### src/rtl/opo_package.sv
// ---------------------------------------------------------------------------
// opo_package
//   Shared definitions for the interpolate_2 datapath.
//   word_width      : sample width in bits (signed two's complement)
//   interp2_state_t : control state of the 2x interpolator
// ---------------------------------------------------------------------------
package opo_package;

    localparam int word_width = 14;

    typedef enum logic [1:0] {
        IDLE = 2'd0,
        MID  = 2'd1,
        LAST = 2'd2
    } interp2_state_t;

endpackage

### src/rtl/interpolate_2.sv
// ---------------------------------------------------------------------------
// interpolate_2
//   Linear 2x interpolator with pass-through mode.
//   With enable=1 at acceptance, each accepted x[n] produces two outputs:
//   the midpoint (x[n-1]+x[n])>>>1, then x[n]. With enable=0 the sample is
//   forwarded one cycle after acceptance. A new sample may be accepted in
//   the LAST cycle, so back-to-back interpolation streams without gaps.
//
// Ports
//   clk             : clock, rising edge
//   rst             : synchronous active-high reset
//   enable          : 1 = interpolate by 2, 0 = pass-through
//   sample_in       : signed input sample
//   sample_in_valid : sample_in is valid
//   sample_in_ready : block can accept sample_in this cycle (low only in MID)
//   sample_out      : signed output sample, registered, holds when idle
//   sample_out_valid: one-cycle strobe per output sample
// ---------------------------------------------------------------------------
import opo_package::*;

module interpolate_2 (
    input  logic                  clk,
    input  logic                  rst,
    input  logic                  enable,
    input  logic [word_width-1:0] sample_in,
    input  logic                  sample_in_valid,
    output logic                  sample_in_ready,
    output logic [word_width-1:0] sample_out,
    output logic                  sample_out_valid
);

    interp2_state_t        state;
    interp2_state_t        state_next;
    logic [word_width-1:0] history;
    logic [word_width:0]   sum;
    logic [word_width-1:0] midpoint;
    logic                  accept;

    assign sample_in_ready = (state != MID);
    assign accept          = sample_in_valid && sample_in_ready;

    // One extra bit keeps the sum exact; dropping bit 0 is a floor shift.
    always_comb begin
        sum      = {history[word_width-1], history} + {sample_in[word_width-1], sample_in};
        midpoint = sum[word_width:1];
    end

    always_comb begin
        state_next = state;
        case (state)
            MID:     state_next = LAST;
            default: begin
                if (accept && enable) begin
                    state_next = MID;
                end else begin
                    state_next = IDLE;
                end
            end
        endcase
    end

    // In MID the history already holds x[n], so it doubles as the pending
    // LAST output; ready is low there, so it cannot change underneath.
    always_ff @(posedge clk) begin
        if (rst) begin
            state            <= IDLE;
            history          <= '0;
            sample_out       <= '0;
            sample_out_valid <= 1'b0;
        end else begin
            state            <= state_next;
            sample_out_valid <= 1'b0;
            if (accept) begin
                history          <= sample_in;
                sample_out       <= enable ? midpoint : sample_in;
                sample_out_valid <= 1'b1;
            end else if (state == MID) begin
                sample_out       <= history;
                sample_out_valid <= 1'b1;
            end
        end
    end

endmodule
### config.mk
export PLATFORM = sky130hd
export DESIGN_NAME = interpolate_2
export DESIGN_NICKNAME = d
export VERILOG_FILES = /design/src/rtl/opo_package.sv /design/src/rtl/interpolate_2.sv
export SDC_FILE = /design/constraint.sdc
export NUM_CORES = 1
export LEC_CHECK = 0
export BUFFER_PORTS_ARGS = -buffer_cell sky130_fd_sc_hd__buf_2
export CAP_MARGIN = 20
export CORE_MARGIN = 2
export CORE_UTILIZATION = 50
export DETAILED_ROUTE_END_ITERATION = 16
export PLACE_DENSITY = 0.75
export SYNTH_ARGS = -nofsm -noshare
export SYNTH_HDL_FRONTEND = slang
export SYNTH_SLANG_ARGS = --single-unit
### constraint.sdc
create_clock -name clk -period 1.95 [get_ports clk]
set_input_delay 0 -clock clk [delete_from_list [all_inputs] [get_ports clk]]
set_output_delay 0 -clock clk [all_outputs]
set_load 0.02 [all_outputs]
==> impl_metrics.prom, run 1 <==
# TYPE chip_impl_metric gauge
chip_impl_metric{name="net_count_after_synthesis",unit=""} 293
chip_impl_metric{name="track_usage",unit="%"} 24.60
chip_impl_info{name="synthTopCellsByArea",value="dfxtp_1 31%, nand2_1 8.3%, ha_1 8.2%, a21oi_1 6.3%, nor2_1 4.9%"} 1
chip_impl_metric{name="drt_iter0_drc",unit=""} 134
chip_impl_metric{name="yosys_register_bits",unit=""} 31
chip_impl_metric{name="clock_power_share",unit="%"} 27.3
chip_impl_metric{name="avg_synthesized_cell_area",unit="um2"} 7.637
chip_impl_metric{name="power.leakage",unit="nW"} 1.186
chip_impl_metric{name="numPortBuffers",unit=""} 33
chip_impl_metric{name="finalSetupViolCount",unit=""} 1
chip_impl_metric{name="synthesis.yosys.warnings",unit=""} 0
chip_impl_metric{name="first_global_vias",unit=""} 1856
chip_impl_metric{name="setup.reg_to_reg.worst_slack",unit="ns"} -0.07
chip_impl_metric{name="post-place-cells",unit=""} 346
chip_impl_metric{name="synth.distinct_cells",unit=""} 49
chip_impl_metric{name="synth_compound_area_share",unit="%"} 27.18
chip_impl_metric{name="clkTransAtPathRegs",unit="ns"} 0.06
chip_impl_info{name="status",value="finished, violations left"} 1
chip_impl_info{name="synth_top_cell_by_area",value="dfxtp_1"} 1
chip_impl_metric{name="synth_sequential_area_ratio",unit="%"} 31.14
chip_impl_metric{name="post_drt_wl_per_cell",unit="um"} 14.44
chip_impl_metric{name="post_dp_cell_area",unit="um2"} 2312
chip_impl_metric{name="drt_wirelength",unit="um"} 5285
chip_impl_info{name="cts_root_buffer",value="clkbuf_8"} 1
chip_impl_metric{name="final.period_utilization",unit="%"} 103.4
chip_impl_metric{name="areaGrowthSynthToFinish",unit="%"} 29.82
chip_impl_metric{name="grt_start_max_net_pins",unit=""} 34
chip_impl_info{name="combinational_family_with_the_most_area_after_synthesis",value="compound AO/OA/AOI/OAI gates"} 1
chip_impl_info{name="worst_path_max_delay_cell",value="dfxtp_2"} 1
chip_impl_metric{name="fin_tns_setup",unit="ns"} -0.06611
chip_impl_info{name="path_class_of_the_lowest_slack_min_delay_path",value="in2reg"} 1
chip_impl_metric{name="async_reset_ff_share",unit="%"} 0
chip_impl_metric{name="timing.max_slew.rel_slack",unit="%"} 57.80
chip_impl_metric{name="global_route_wire_length_before_repair",unit="um"} 8404
chip_impl_metric{name="ios",unit=""} 34
chip_impl_metric{name="maxCapViolCount",unit=""} 0
chip_impl_metric{name="cp.arrival",unit="ns"} 2.19
chip_impl_metric{name="postRouteAntennaNets",unit=""} 0
chip_impl_metric{name="post_synth_xor_xnor_area",unit="%"} 3.955
chip_impl_info{name="endpoint_kind",value="register"} 1
chip_impl_metric{name="post_place_setup_slack",unit="ns"} -0.05348
chip_impl_metric{name="grt.overflow.total",unit=""} 0
chip_impl_metric{name="power.share.sequential",unit="%"} 41.7
chip_impl_metric{name="r2r.worst_path.cells",unit=""} 8
chip_impl_metric{name="core.rowCount",unit=""} 22
chip_impl_metric{name="cts-buffers-inserted",unit=""} 5
chip_impl_info{name="cp-endpoint",value="sample_out[11]"} 1
chip_impl_metric{name="power_switching",unit="W"} 0.0005444
chip_impl_metric{name="floorplan.die.width",unit="um"} 67.14
chip_impl_info{name="critical_path.startpoint",value="history[1]"} 1
chip_impl_metric{name="die_ar",unit="um2"} 4507
chip_impl_metric{name="syn-cell-area",unit="um2"} 1993
chip_impl_metric{name="post_drt_via_cell_ratio",unit=""} 5.628
chip_impl_metric{name="worst-slew-pin-transition",unit="ns"} 0.6331
chip_impl_info{name="critical_path.reg2reg.endpoint",value="sample_out[11]"} 1
chip_impl_metric{name="sw_frac_of_total",unit="%"} 32.00
chip_impl_metric{name="post_synth_simple_gate_area",unit="%"} 20.78
chip_impl_metric{name="place_congestion",unit=""} 0.8828
chip_impl_metric{name="final.min_clock_period",unit="ns"} 2.016
chip_impl_metric{name="synth_largest_type_area_fraction",unit="%"} 31.14
chip_impl_info{name="setup_repair_after_global_routing_missed_its_margin",value="yes"} 1
chip_impl_metric{name="report.final.hold_viol_count",unit=""} 0
chip_impl_info{name="startpoint_type",value="register"} 1
chip_impl_metric{name="synth_fa_ha_area_share",unit="%"} 9.165
chip_impl_metric{name="initial_core_util",unit="%"} 53.24
chip_impl_metric{name="clock_path_buffers",unit=""} 2
chip_impl_metric{name="p_int",unit="W"} 0.001157
chip_impl_metric{name="cp_max_fo",unit=""} 4
chip_impl_metric{name="ctsHtreeMaxLevel",unit=""} 2
chip_impl_metric{name="vias",unit=""} 2060
chip_impl_metric{name="achievable-frequency",unit="GHz"} 0.4960
chip_impl_metric{name="antenna_found_initial",unit=""} 0
chip_impl_metric{name="synth-edff-count",unit=""} 0
chip_impl_metric{name="cp_data_required_time",unit="ns"} 2.13
chip_impl_metric{name="final.fill_count",unit=""} 334
chip_impl_info{name="cts_tree",value="yes"} 1
chip_impl_metric{name="worstSkewPairLatency",unit="ns"} 0.28
chip_impl_metric{name="drt_drc_violations_left",unit=""} 0
chip_impl_metric{name="dieHeight",unit="um"} 67.14
chip_impl_metric{name="instance_count_of_the_mapped_netlist",unit=""} 261
chip_impl_metric{name="hpwlAfterDp",unit="um"} 3508
chip_impl_metric{name="post_route_cells_drive_above_1_share",unit="%"} 25.16
chip_impl_metric{name="yosys-mux-area-fraction",unit="%"} 2.511
chip_impl_metric{name="multi_input_logic_area",unit="um2"} 1330
chip_impl_metric{name="setup_ws",unit="ns"} -0.06611
chip_impl_metric{name="irDropWorstVdd",unit="mV"} 0.5244
chip_impl_info{name="cp_cell_sequence",value="inv_2 > fa_2 > and2b_1 > o2111ai_2 > a31oi_2 > a221oi_2 > or3_1 > and3_1"} 1
chip_impl_metric{name="critical-path-max-stage-delay",unit="ns"} 0.35
chip_impl_info{name="startpoint_of_the_lowest_slack_register_to_register_path",value="history[1]"} 1
chip_impl_metric{name="cts_num_sinks",unit=""} 31
chip_impl_info{name="failing_checks",value="negative setup slack"} 1
chip_impl_metric{name="detailedRoute.firstPassIterationCount",unit=""} 4
chip_impl_metric{name="non_filler_cell_area_final",unit="um2"} 2587
chip_impl_metric{name="antennaDiodeCount",unit=""} 0
chip_impl_metric{name="core-area",unit="um2"} 3744
chip_impl_metric{name="final_net_count",unit=""} 351
chip_impl_metric{name="fin_skew",unit="ns"} 0.003300
chip_impl_metric{name="combPwrFrac",unit="%"} 31.0
chip_impl_metric{name="finalNonFillerCells",unit=""} 366
chip_impl_info{name="timing_worst_setup_path_type",value="reg2reg"} 1
chip_impl_info{name="ys_dominant_reg_cell",value="dfxtp_1"} 1
chip_impl_metric{name="sequential_cell_area",unit="um2"} 624.3
chip_impl_metric{name="power.density_cell_area",unit="nW/um2"} 657.4
chip_impl_metric{name="maxSlewViolCount",unit=""} 0
chip_impl_metric{name="fin_hold_ws",unit="ns"} 0.1684
## area by class of cell
class	instances	share of cell area (%)
multi-input combinational	204	51.40
timing repair buffer	69	18.18
inverter	8	1.161
clock buffer	6	2.805
tap	48	2.321
sequential	31	24.13
## what timing repair did
| action | in CTS | in global routing |
|---|---|---|
| resized for setup | 2 | 11 |
| endpoints found under the hold margin | 14 | 0 |
| endpoints found under the setup margin | 3 | 9 |
| buffers inserted | 1 | 0 |
| hold buffers | 14 | 0 |
| pin swaps | 0 | 4 |
## registers in the layout (all words and copies together) (netlist names)
signal	flops
sample_out_valid	1
history	14
sample_out	14
state	2
## cell families (layout without fill, tap and decap cells)
kind of cell	after synthesis	after routing
AND/OR/NAND/NOR	95	95
multiplexers	5	5
XOR/XNOR	9	9
AO/OA/AOI/OAI	81	81
buffers and inverters	26	83
adder cells (fa/ha/maj)	14	14
flip-flops	31	31
## critical path: cells and delay by family (launching register included)
kind                       cells  cell delay (ns)
AOI/OAI and AO/OA              3             0.46
buffers and inverters          1             0.04
DFF                            1             0.35
adders and majority gates      1             0.35
and+or+nand+nor                3             0.71
## how the worst min path moves through the flow
stage	start	endpoint	slack [ns]	cells after the start
3_5_place_dp	sample_in[11]	history[11]	0.27	3
5_1_grt	sample_in[6]	sample_out[6]	0.20	5
2_1_floorplan	sample_in[1]	history[1]	0.13	2
6_report	sample_in[6]	sample_out[6]	0.17	5
3_3_place_gp	sample_in[11]	history[11]	0.27	3
4_1_cts	sample_in[7]	sample_out[7]	0.15	5
## cells in the final DEF, fill, tap and decap left out, types with 2 or more instances in the layout
cell type and instances:
nand3_1 4, and3_1 2, nand2_1 44, a311oi_1 3, dfxtp_2 3, o221ai_1 2, o22ai_1 2, a21oi_2 2
inv_1 6, a21oi_1 24, mux2i_1 5, nor4_1 2, and2_1 3, a31oi_1 3, clkbuf_8 5, buf_2 33
xor2_1 4, inv_2 2, a221oi_2 3, nand2b_1 2, dfxtp_1 28, buf_4 22, o21a_1 2, o21ai_0 15
ha_4 3, a211oi_1 6, ha_1 10, or3_1 2, dlygate4sd3_1 14, nor3_1 3, a21o_1 8, xnor2_1 5
nor2b_1 2, nor2_1 26
## per-stage QoR
stage / power, W / util [%]
global route: 0.001791 / 69.12
CTS: 0.001686 / 67.68
global placement: 0.001191 / 61.76
floorplan: 0.001040 / -
detailed placement: 0.001196 / 61.76
finish: 0.001701 / 69.12
## power by group through the flow
stage                     Sequential (W)  Combinational [W]  Clock, W
after detailed placement        0.000721           0.000476         0
after floorplan                 0.000757           0.000283         0
after CTS                       0.000707           0.000503  0.000476
after global routing            0.000714           0.000578  0.000498
final                           0.000709           0.000527  0.000465
after global placement          0.000720           0.000471         0
## routing by layer
layer | wire [um] | vias to the layer above | track usage [%] | part of all wire, %
li1 | - | 1040 | - | -
met1 | 2359 | 946 | 30.64 | 45
met2 | 2490 | 64 | 41.46 | 47
met3 | 367 | 10 | 6.167 | 6.9
met4 | 68 | 0 | 8.163 | 1.3
met5 | 0 | - | 0 | 0
## synthesized netlist by cell type, types with 2 or more instances
master,n
a311oi_1,3
buf_2,5
dfxtp_1,31
or3_1,2
ha_1,13
o221ai_1,2
xnor2_1,5
a21oi_1,25
nor3_1,3
nand3_1,4
a221oi_1,2
o21a_1,2
nor4_1,2
a211oi_1,6
inv_1,7
a31oi_1,3
o21ai_0,16
mux2i_1,5
clkbuf_1,11
and2_1,3
xor2_1,4
nand2b_1,2
and3_1,2
nand2_1,44
a21o_1,8
nor2b_1,2
nor2_1,26
o22ai_1,2
No activity file was read; power rests on OpenSTA's default activity.
==> run 2: changes to the inputs <==
Settings changed: PLACE_DENSITY 0.75 to 0.72.
Clock period 1.95 ns to 2.4 ns, I/O delays scaled along.
==> run 2 against run 1 <==
Compared with the run above: sequential power fell by 19%; first-iteration DRC count fell by 3.0%; global-route usage fell by 1.1 points; sequential share of layout area rose by 1.8 points; setup slack improved by 0.27 ns; critical path type unchanged; the run now ends clean.
==> impl_metrics.prom, run 2 (synthesized netlist as in run 1, its figures left out) <==
# TYPE chip_impl_metric gauge
chip_impl_metric{name="track_usage",unit="%"} 23.52
chip_impl_metric{name="numPortBuffers",unit=""} 33
chip_impl_metric{name="worstSkewPairLatency",unit="ns"} 0.29
chip_impl_metric{name="fin_tns_setup",unit="ns"} 0
chip_impl_metric{name="critical-path-max-stage-delay",unit="ns"} 0.42
chip_impl_metric{name="combPwrFrac",unit="%"} 27.5
chip_impl_metric{name="sw_frac_of_total",unit="%"} 32.23
chip_impl_info{name="cp-endpoint",value="sample_out[11]"} 1
chip_impl_info{name="timing_worst_setup_path_type",value="reg2reg"} 1
chip_impl_metric{name="place_congestion",unit=""} 0.9213
chip_impl_metric{name="antennaDiodeCount",unit=""} 0
chip_impl_metric{name="grt.overflow.total",unit=""} 0
chip_impl_info{name="path_class_of_the_lowest_slack_min_delay_path",value="in2reg"} 1
chip_impl_metric{name="drt_wirelength",unit="um"} 4869
chip_impl_metric{name="final.min_clock_period",unit="ns"} 2.198
chip_impl_metric{name="cts_num_sinks",unit=""} 31
chip_impl_info{name="largest_registers",value="history x14, sample_out x14, state x2"} 1
chip_impl_metric{name="report.final.hold_viol_count",unit=""} 0
chip_impl_metric{name="postRouteAntennaNets",unit=""} 0
chip_impl_info{name="startpoint_of_the_lowest_slack_register_to_register_path",value="history[1]"} 1
chip_impl_metric{name="core.rowCount",unit=""} 22
chip_impl_metric{name="clock_power_share",unit="%"} 29.6
chip_impl_info{name="startpoint_type",value="register"} 1
chip_impl_info{name="cp_cell_sequence",value="inv_1 > fa_1 > and2b_1 > o2111ai_2 > a31oi_2 > a221oi_2 > or3_1 > and3_1"} 1
chip_impl_metric{name="core-area",unit="um2"} 3744
chip_impl_info{name="layout_common_cells",value="44 x nand2_1, 33 x buf_2, 31 x dfxtp_1"} 1
chip_impl_info{name="endpoint_kind",value="register"} 1
chip_impl_metric{name="power.share.sequential",unit="%"} 42.8
chip_impl_metric{name="ctsHtreeMaxLevel",unit=""} 2
chip_impl_metric{name="drt_iter0_drc",unit=""} 130
chip_impl_metric{name="final.period_utilization",unit="%"} 91.58
chip_impl_metric{name="grt_start_max_net_pins",unit=""} 34
chip_impl_metric{name="cp_max_fo",unit=""} 4
chip_impl_metric{name="die_ar",unit="um2"} 4507
chip_impl_metric{name="irDropWorstVdd",unit="mV"} 0.3656
chip_impl_info{name="setup_repair_after_global_routing_missed_its_margin",value="no"} 1
chip_impl_metric{name="critical_path_buf_inv_count",unit=""} 1
chip_impl_metric{name="achievable-frequency",unit="GHz"} 0.4550
chip_impl_metric{name="final_net_count",unit=""} 333
chip_impl_metric{name="first_global_vias",unit=""} 1763
chip_impl_info{name="status",value="complete, no violations"} 1
chip_impl_metric{name="vias",unit=""} 1963
chip_impl_metric{name="power_switching",unit="W"} 0.0004335
chip_impl_metric{name="power.density_cell_area",unit="nW/um2"} 561.7
chip_impl_metric{name="post_route_cells_drive_above_1_share",unit="%"} 16.89
chip_impl_metric{name="floorplan.die.width",unit="um"} 67.14
chip_impl_info{name="critical_path.startpoint",value="history[1]"} 1
chip_impl_metric{name="cts-buffers-inserted",unit=""} 5
chip_impl_metric{name="power.leakage",unit="nW"} 1.097
chip_impl_metric{name="antenna_found_initial",unit=""} 0
chip_impl_metric{name="crit_cells",unit=""} 8
chip_impl_info{name="cp_top_delay_family",value="simple AND/OR/NAND/NOR gates"} 1
chip_impl_metric{name="post_drt_wl_per_cell",unit="um"} 13.91
chip_impl_metric{name="setup.reg_to_reg.worst_slack",unit="ns"} 0.20
chip_impl_metric{name="p_int",unit="W"} 0.0009117
chip_impl_metric{name="r2r.worst_path.cells",unit=""} 8
chip_impl_metric{name="hpwlAfterDp",unit="um"} 3350
chip_impl_metric{name="cp_data_required_time",unit="ns"} 2.58
chip_impl_info{name="cts_tree",value="yes"} 1
chip_impl_metric{name="clkTransAtPathRegs",unit="ns"} 0.06
chip_impl_metric{name="dieHeight",unit="um"} 67.14
chip_impl_metric{name="fin_skew",unit="ns"} 0.008305
chip_impl_metric{name="post_drt_via_cell_ratio",unit=""} 5.609
chip_impl_metric{name="timing.max_slew.rel_slack",unit="%"} 59.09
chip_impl_metric{name="drt_drc_violations_left",unit=""} 0
chip_impl_metric{name="global_route_wire_length_before_repair",unit="um"} 7879
chip_impl_metric{name="maxCapViolCount",unit=""} 0
chip_impl_metric{name="final_core_utilization",unit="%"} 63.97
chip_impl_metric{name="clock_path_buffers",unit=""} 2
chip_impl_info{name="critical_path.reg2reg.endpoint",value="sample_out[11]"} 1
chip_impl_metric{name="finalSetupViolCount",unit=""} 0
chip_impl_metric{name="maxSlewViolCount",unit=""} 0
chip_impl_metric{name="worst-slew-pin-transition",unit="ns"} 0.6137
chip_impl_metric{name="detailedRoute.firstPassIterationCount",unit=""} 4
chip_impl_metric{name="post_cts.resized_instances",unit=""} 0
chip_impl_metric{name="ios",unit=""} 34
chip_impl_info{name="worst_path_max_delay_cell",value="fa_1"} 1
chip_impl_metric{name="initial_core_util",unit="%"} 53.24
chip_impl_metric{name="areaGrowthSynthToFinish",unit="%"} 20.15
chip_impl_metric{name="cp.arrival",unit="ns"} 2.38
chip_impl_info{name="cts_root_buffer",value="clkbuf_8"} 1
chip_impl_info{name="mostFrequentLayoutCell",value="nand2_1"} 1
run 2: cell type report:
class,instances,area [um2]
multi-input combinational,204,1267
sequential,31,620.6
inverter,8,30.03
clock inverter,1,5.005
clock buffer,7,76.32
timing repair buffer,51,335.3
fill,357,1349
tap,48,60.06
run 2: power groups by stage:
stage               combinational, W  sequential, W  clock, W
floorplan                   0.000230       0.000615         0
global placement            0.000348       0.000586         0
detailed placement          0.000351       0.000587         0
CTS                         0.000370       0.000576  0.000410
global route                0.000412       0.000580  0.000431
finish                      0.000370       0.000576  0.000399
run 2: worst min path at each step:
stage	start	to	slack, ns	depth (start not counted)
after floorplan	sample_in[13]	history[13]	0.14	2
after global placement	sample_in[11]	history[11]	0.26	3
after detailed placement	sample_in[3]	history[3]	0.28	3
after CTS	sample_in_valid	sample_out[6]	0.20	3
after global routing	sample_in_valid	sample_out[6]	0.22	3
final	sample_in_valid	sample_out[6]	0.20	3
run 2: per-layer routing:
layer	track usage, %	wire length, um
met1	27.80	2263
met2	40.59	2263
met4	9.694	90
met5	0	0
met3	5.833	252
run 2: tightest hold or removal path: cells and delay by family:
kind	cells	cell delay (ns)
buffers and inverters	1	0.18
and+or+nand+nor	2	0.26
run 2: timing repair:
item,CTS,global route
setup buffers,0,0
hold buffers,14,0
hold endpoints to repair,14,0
run 2: per-stage QoR:
step / hold slack, ns / setup slack, ns / power, W / instances / cell area (um2)
2_1_floorplan: 0.1360 / 0.3416 / 0.0008444 / 261 / 1993
3_3_place_gp: 0.2647 / 0.2780 / 0.0009338 / 328 / 2173
3_5_place_dp: 0.2757 / 0.2095 / 0.0009385 / 328 / 2173
4_1_cts: 0.1970 / 0.1945 / 0.001356 / 350 / 2395
5_1_grt: 0.2223 / 0.08788 / 0.001423 / 350 / 2395
6_report: 0.1960 / 0.2022 / 0.001345 / 350 / 2395
==> run 3: changes to the inputs <==
Settings changed: CTS_BUF_LIST set to sky130_fd_sc_hd__clkbuf_16.
==> run 3 against run 2 <==
Compared with the run above: combinational power about the same; global-route usage rose by 0.42 points; hold slack gained 0.010 ns; non-clock buffer count unchanged; sequential share of layout area fell by 0.60 points; critical path type unchanged; critical endpoint unchanged; highest routed layer unchanged; via count is 0.51% lower; sequential cell count stayed put; critical path depth unchanged.
==> impl_metrics.prom, run 3 (synthesized netlist as in run 1, its figures left out) <==
# TYPE chip_impl_metric gauge
chip_impl_info{name="status",value="complete, no violations"} 1
chip_impl_metric{name="antenna_found_initial",unit=""} 0
chip_impl_metric{name="final.min_clock_period",unit="ns"} 2.194
chip_impl_metric{name="place_congestion",unit=""} 0.9213
chip_impl_metric{name="cp_data_required_time",unit="ns"} 2.57
chip_impl_metric{name="dieHeight",unit="um"} 67.14
chip_impl_metric{name="timing.max_slew.rel_slack",unit="%"} 59.00
chip_impl_metric{name="core-area",unit="um2"} 3744
chip_impl_metric{name="cts_num_sinks",unit=""} 31
chip_impl_metric{name="final.period_utilization",unit="%"} 91.40
chip_impl_metric{name="clkTransAtPathRegs",unit="ns"} 0.05
chip_impl_metric{name="clock_path_buffers",unit=""} 2
chip_impl_metric{name="critical-path-max-stage-delay",unit="ns"} 0.42
chip_impl_info{name="path_class_of_the_lowest_slack_min_delay_path",value="in2reg"} 1
chip_impl_metric{name="floorplan.die.width",unit="um"} 67.14
chip_impl_metric{name="postRouteAntennaNets",unit=""} 0
chip_impl_metric{name="post_drt_wl_per_cell",unit="um"} 14.15
chip_impl_info{name="cts_root_buffer",value="clkbuf_16"} 1
chip_impl_metric{name="vias",unit=""} 1953
chip_impl_metric{name="fin_hold_ws",unit="ns"} 0.2064
chip_impl_metric{name="report.final.hold_viol_count",unit=""} 0
chip_impl_info{name="startpoint_type",value="register"} 1
chip_impl_info{name="layout_common_cells",value="44 x nand2_1, 33 x buf_2, 31 x dfxtp_1"} 1
chip_impl_info{name="setup_repair_after_global_routing_missed_its_margin",value="no"} 1
chip_impl_info{name="timing_worst_setup_path_type",value="reg2reg"} 1
chip_impl_metric{name="fin_tns_setup",unit="ns"} 0
chip_impl_metric{name="power_switching",unit="W"} 0.0004638
chip_impl_metric{name="power.share.sequential",unit="%"} 37.3
chip_impl_metric{name="detailedRoute.firstPassIterationCount",unit=""} 4
chip_impl_info{name="cts_tree",value="yes"} 1
chip_impl_metric{name="track_usage",unit="%"} 23.95
chip_impl_metric{name="grt_start_max_net_pins",unit=""} 34
chip_impl_metric{name="worstSkewPairLatency",unit="ns"} 0.28
chip_impl_info{name="endpoint_kind",value="register"} 1
chip_impl_metric{name="irDropWorstVdd",unit="mV"} 0.3912
chip_impl_metric{name="sw_frac_of_total",unit="%"} 29.98
chip_impl_metric{name="antennaDiodeCount",unit=""} 0
chip_impl_metric{name="numPortBuffers",unit=""} 33
chip_impl_metric{name="worst-slew-pin-transition",unit="ns"} 0.6135
chip_impl_metric{name="cp.arrival",unit="ns"} 2.37
chip_impl_metric{name="grt.overflow.total",unit=""} 0
chip_impl_metric{name="final_net_count",unit=""} 333
chip_impl_metric{name="maxCapViolCount",unit=""} 0
chip_impl_metric{name="drt_wirelength",unit="um"} 4953
chip_impl_info{name="cp_cell_sequence",value="inv_1 > fa_1 > and2b_1 > o2111ai_2 > a31oi_2 > a221oi_2 > or3_1 > and3_1"} 1
chip_impl_metric{name="global_route_wire_length_before_repair",unit="um"} 8004
chip_impl_metric{name="die_ar",unit="um2"} 4507
chip_impl_metric{name="post_cts_setup_buffer_count",unit=""} 0
chip_impl_metric{name="cp_max_fo",unit=""} 4
chip_impl_metric{name="areaGrowthSynthToFinish",unit="%"} 22.98
chip_impl_metric{name="initial_core_util",unit="%"} 53.24
chip_impl_metric{name="achievable-frequency",unit="GHz"} 0.4559
chip_impl_metric{name="fin_skew",unit="ns"} 0.008032
chip_impl_info{name="mostFrequentLayoutCell",value="nand2_1"} 1
chip_impl_metric{name="combPwrFrac",unit="%"} 24.0
chip_impl_info{name="worst_path_max_delay_cell",value="fa_1"} 1
chip_impl_metric{name="drt_iter0_drc",unit=""} 164
chip_impl_metric{name="power.leakage",unit="nW"} 1.131
chip_impl_metric{name="power.density_cell_area",unit="nW/um2"} 631.2
chip_impl_info{name="largest_registers",value="history x14, sample_out x14, state x2"} 1
chip_impl_metric{name="post_route_cells_drive_above_1_share",unit="%"} 16.89
chip_impl_metric{name="finalSetupViolCount",unit=""} 0
chip_impl_metric{name="clock_power_share",unit="%"} 38.7
chip_impl_metric{name="drt_drc_violations_left",unit=""} 0
chip_impl_metric{name="maxSlewViolCount",unit=""} 0
chip_impl_metric{name="core.rowCount",unit=""} 22
chip_impl_metric{name="post_drt_via_cell_ratio",unit=""} 5.580
chip_impl_metric{name="hpwlAfterDp",unit="um"} 3350
chip_impl_metric{name="ctsHtreeMaxLevel",unit=""} 2
chip_impl_metric{name="cts-buffers-inserted",unit=""} 5
chip_impl_metric{name="p_int",unit="W"} 0.001083
chip_impl_metric{name="ios",unit=""} 34
chip_impl_metric{name="first_global_vias",unit=""} 1758
## run 3: through the flow
step | setup slack (ns) | util [%] | instance area (um2) | power (W) | cells
floorplan | 0.3416 | - | 1993 | 0.0008444 | 261
global placement | 0.2780 | 58.05 | 2173 | 0.0009338 | 328
detailed placement | 0.2095 | 58.05 | 2173 | 0.0009385 | 328
CTS | 0.1961 | 65.47 | 2451 | 0.001551 | 350
global route | 0.08119 | 65.47 | 2451 | 0.001616 | 350
finish | 0.2063 | 65.47 | 2451 | 0.001547 | 350
## run 3: worst paths after layout
| path | start | endpoint | slack (ns) | depth (start not counted) |
|---|---|---|---|---|
| setup / recovery | history[1] | sample_out[11] | 0.21 | 8 |
| hold reg to reg | history[13] | history[13] | 0.47 | 2 |
| setup reg to reg | history[1] | sample_out[11] | 0.21 | 8 |
| hold / removal | sample_in_valid | sample_out[6] | 0.21 | 3 |
## run 3: what timing repair did
item | CTS | global route
hold buffers | 14 | 0
gates resized for setup | 0 | 0
hold endpoints to repair | 14 | 0
## run 3: area by class of cell
| cell class | count | area (um2) |
|---|---|---|
| inverters | 8 | 30.03 |
| flip-flops and latches | 31 | 620.6 |
| clock inverters | 3 | 12.51 |
| clock buffers | 5 | 125.1 |
| well taps | 48 | 60.06 |
| repair buffers | 51 | 335.3 |
| multi-input cells | 204 | 1267 |
| fillers | 350 | 1292 |
## run 3: power groups by stage
| stage | registers (W) | clock network [W] | logic (W) |
|---|---|---|---|
| 6_report | 0.000577 | 0.000599 | 0.000371 |
| 5_1_grt | 0.000581 | 0.000621 | 0.000413 |
| 4_1_cts | 0.000577 | 0.000603 | 0.000370 |
| 3_5_place_dp | 0.000587 | 0 | 0.000351 |
| 3_3_place_gp | 0.000586 | 0 | 0.000348 |
| 2_1_floorplan | 0.000615 | 0 | 0.000230 |
## run 3: metal layers
layer  GRT usage (%)  routed length [um]  up-vias
met5               0                   0        -
met4           7.398                  63        0
met3           6.000                 206        6
met2           42.20                2337       36
met1           28.53                2346      906
li1                -                   -     1005
## run 3: critical path, delay by kind of cell, from the launching register on
kind | cells | cell delay (ns)
fa+ha+maj | 1 | 0.42
compound gates | 3 | 0.49
flops | 1 | 0.38
simple gates | 3 | 0.70
buf+inv | 1 | 0.08
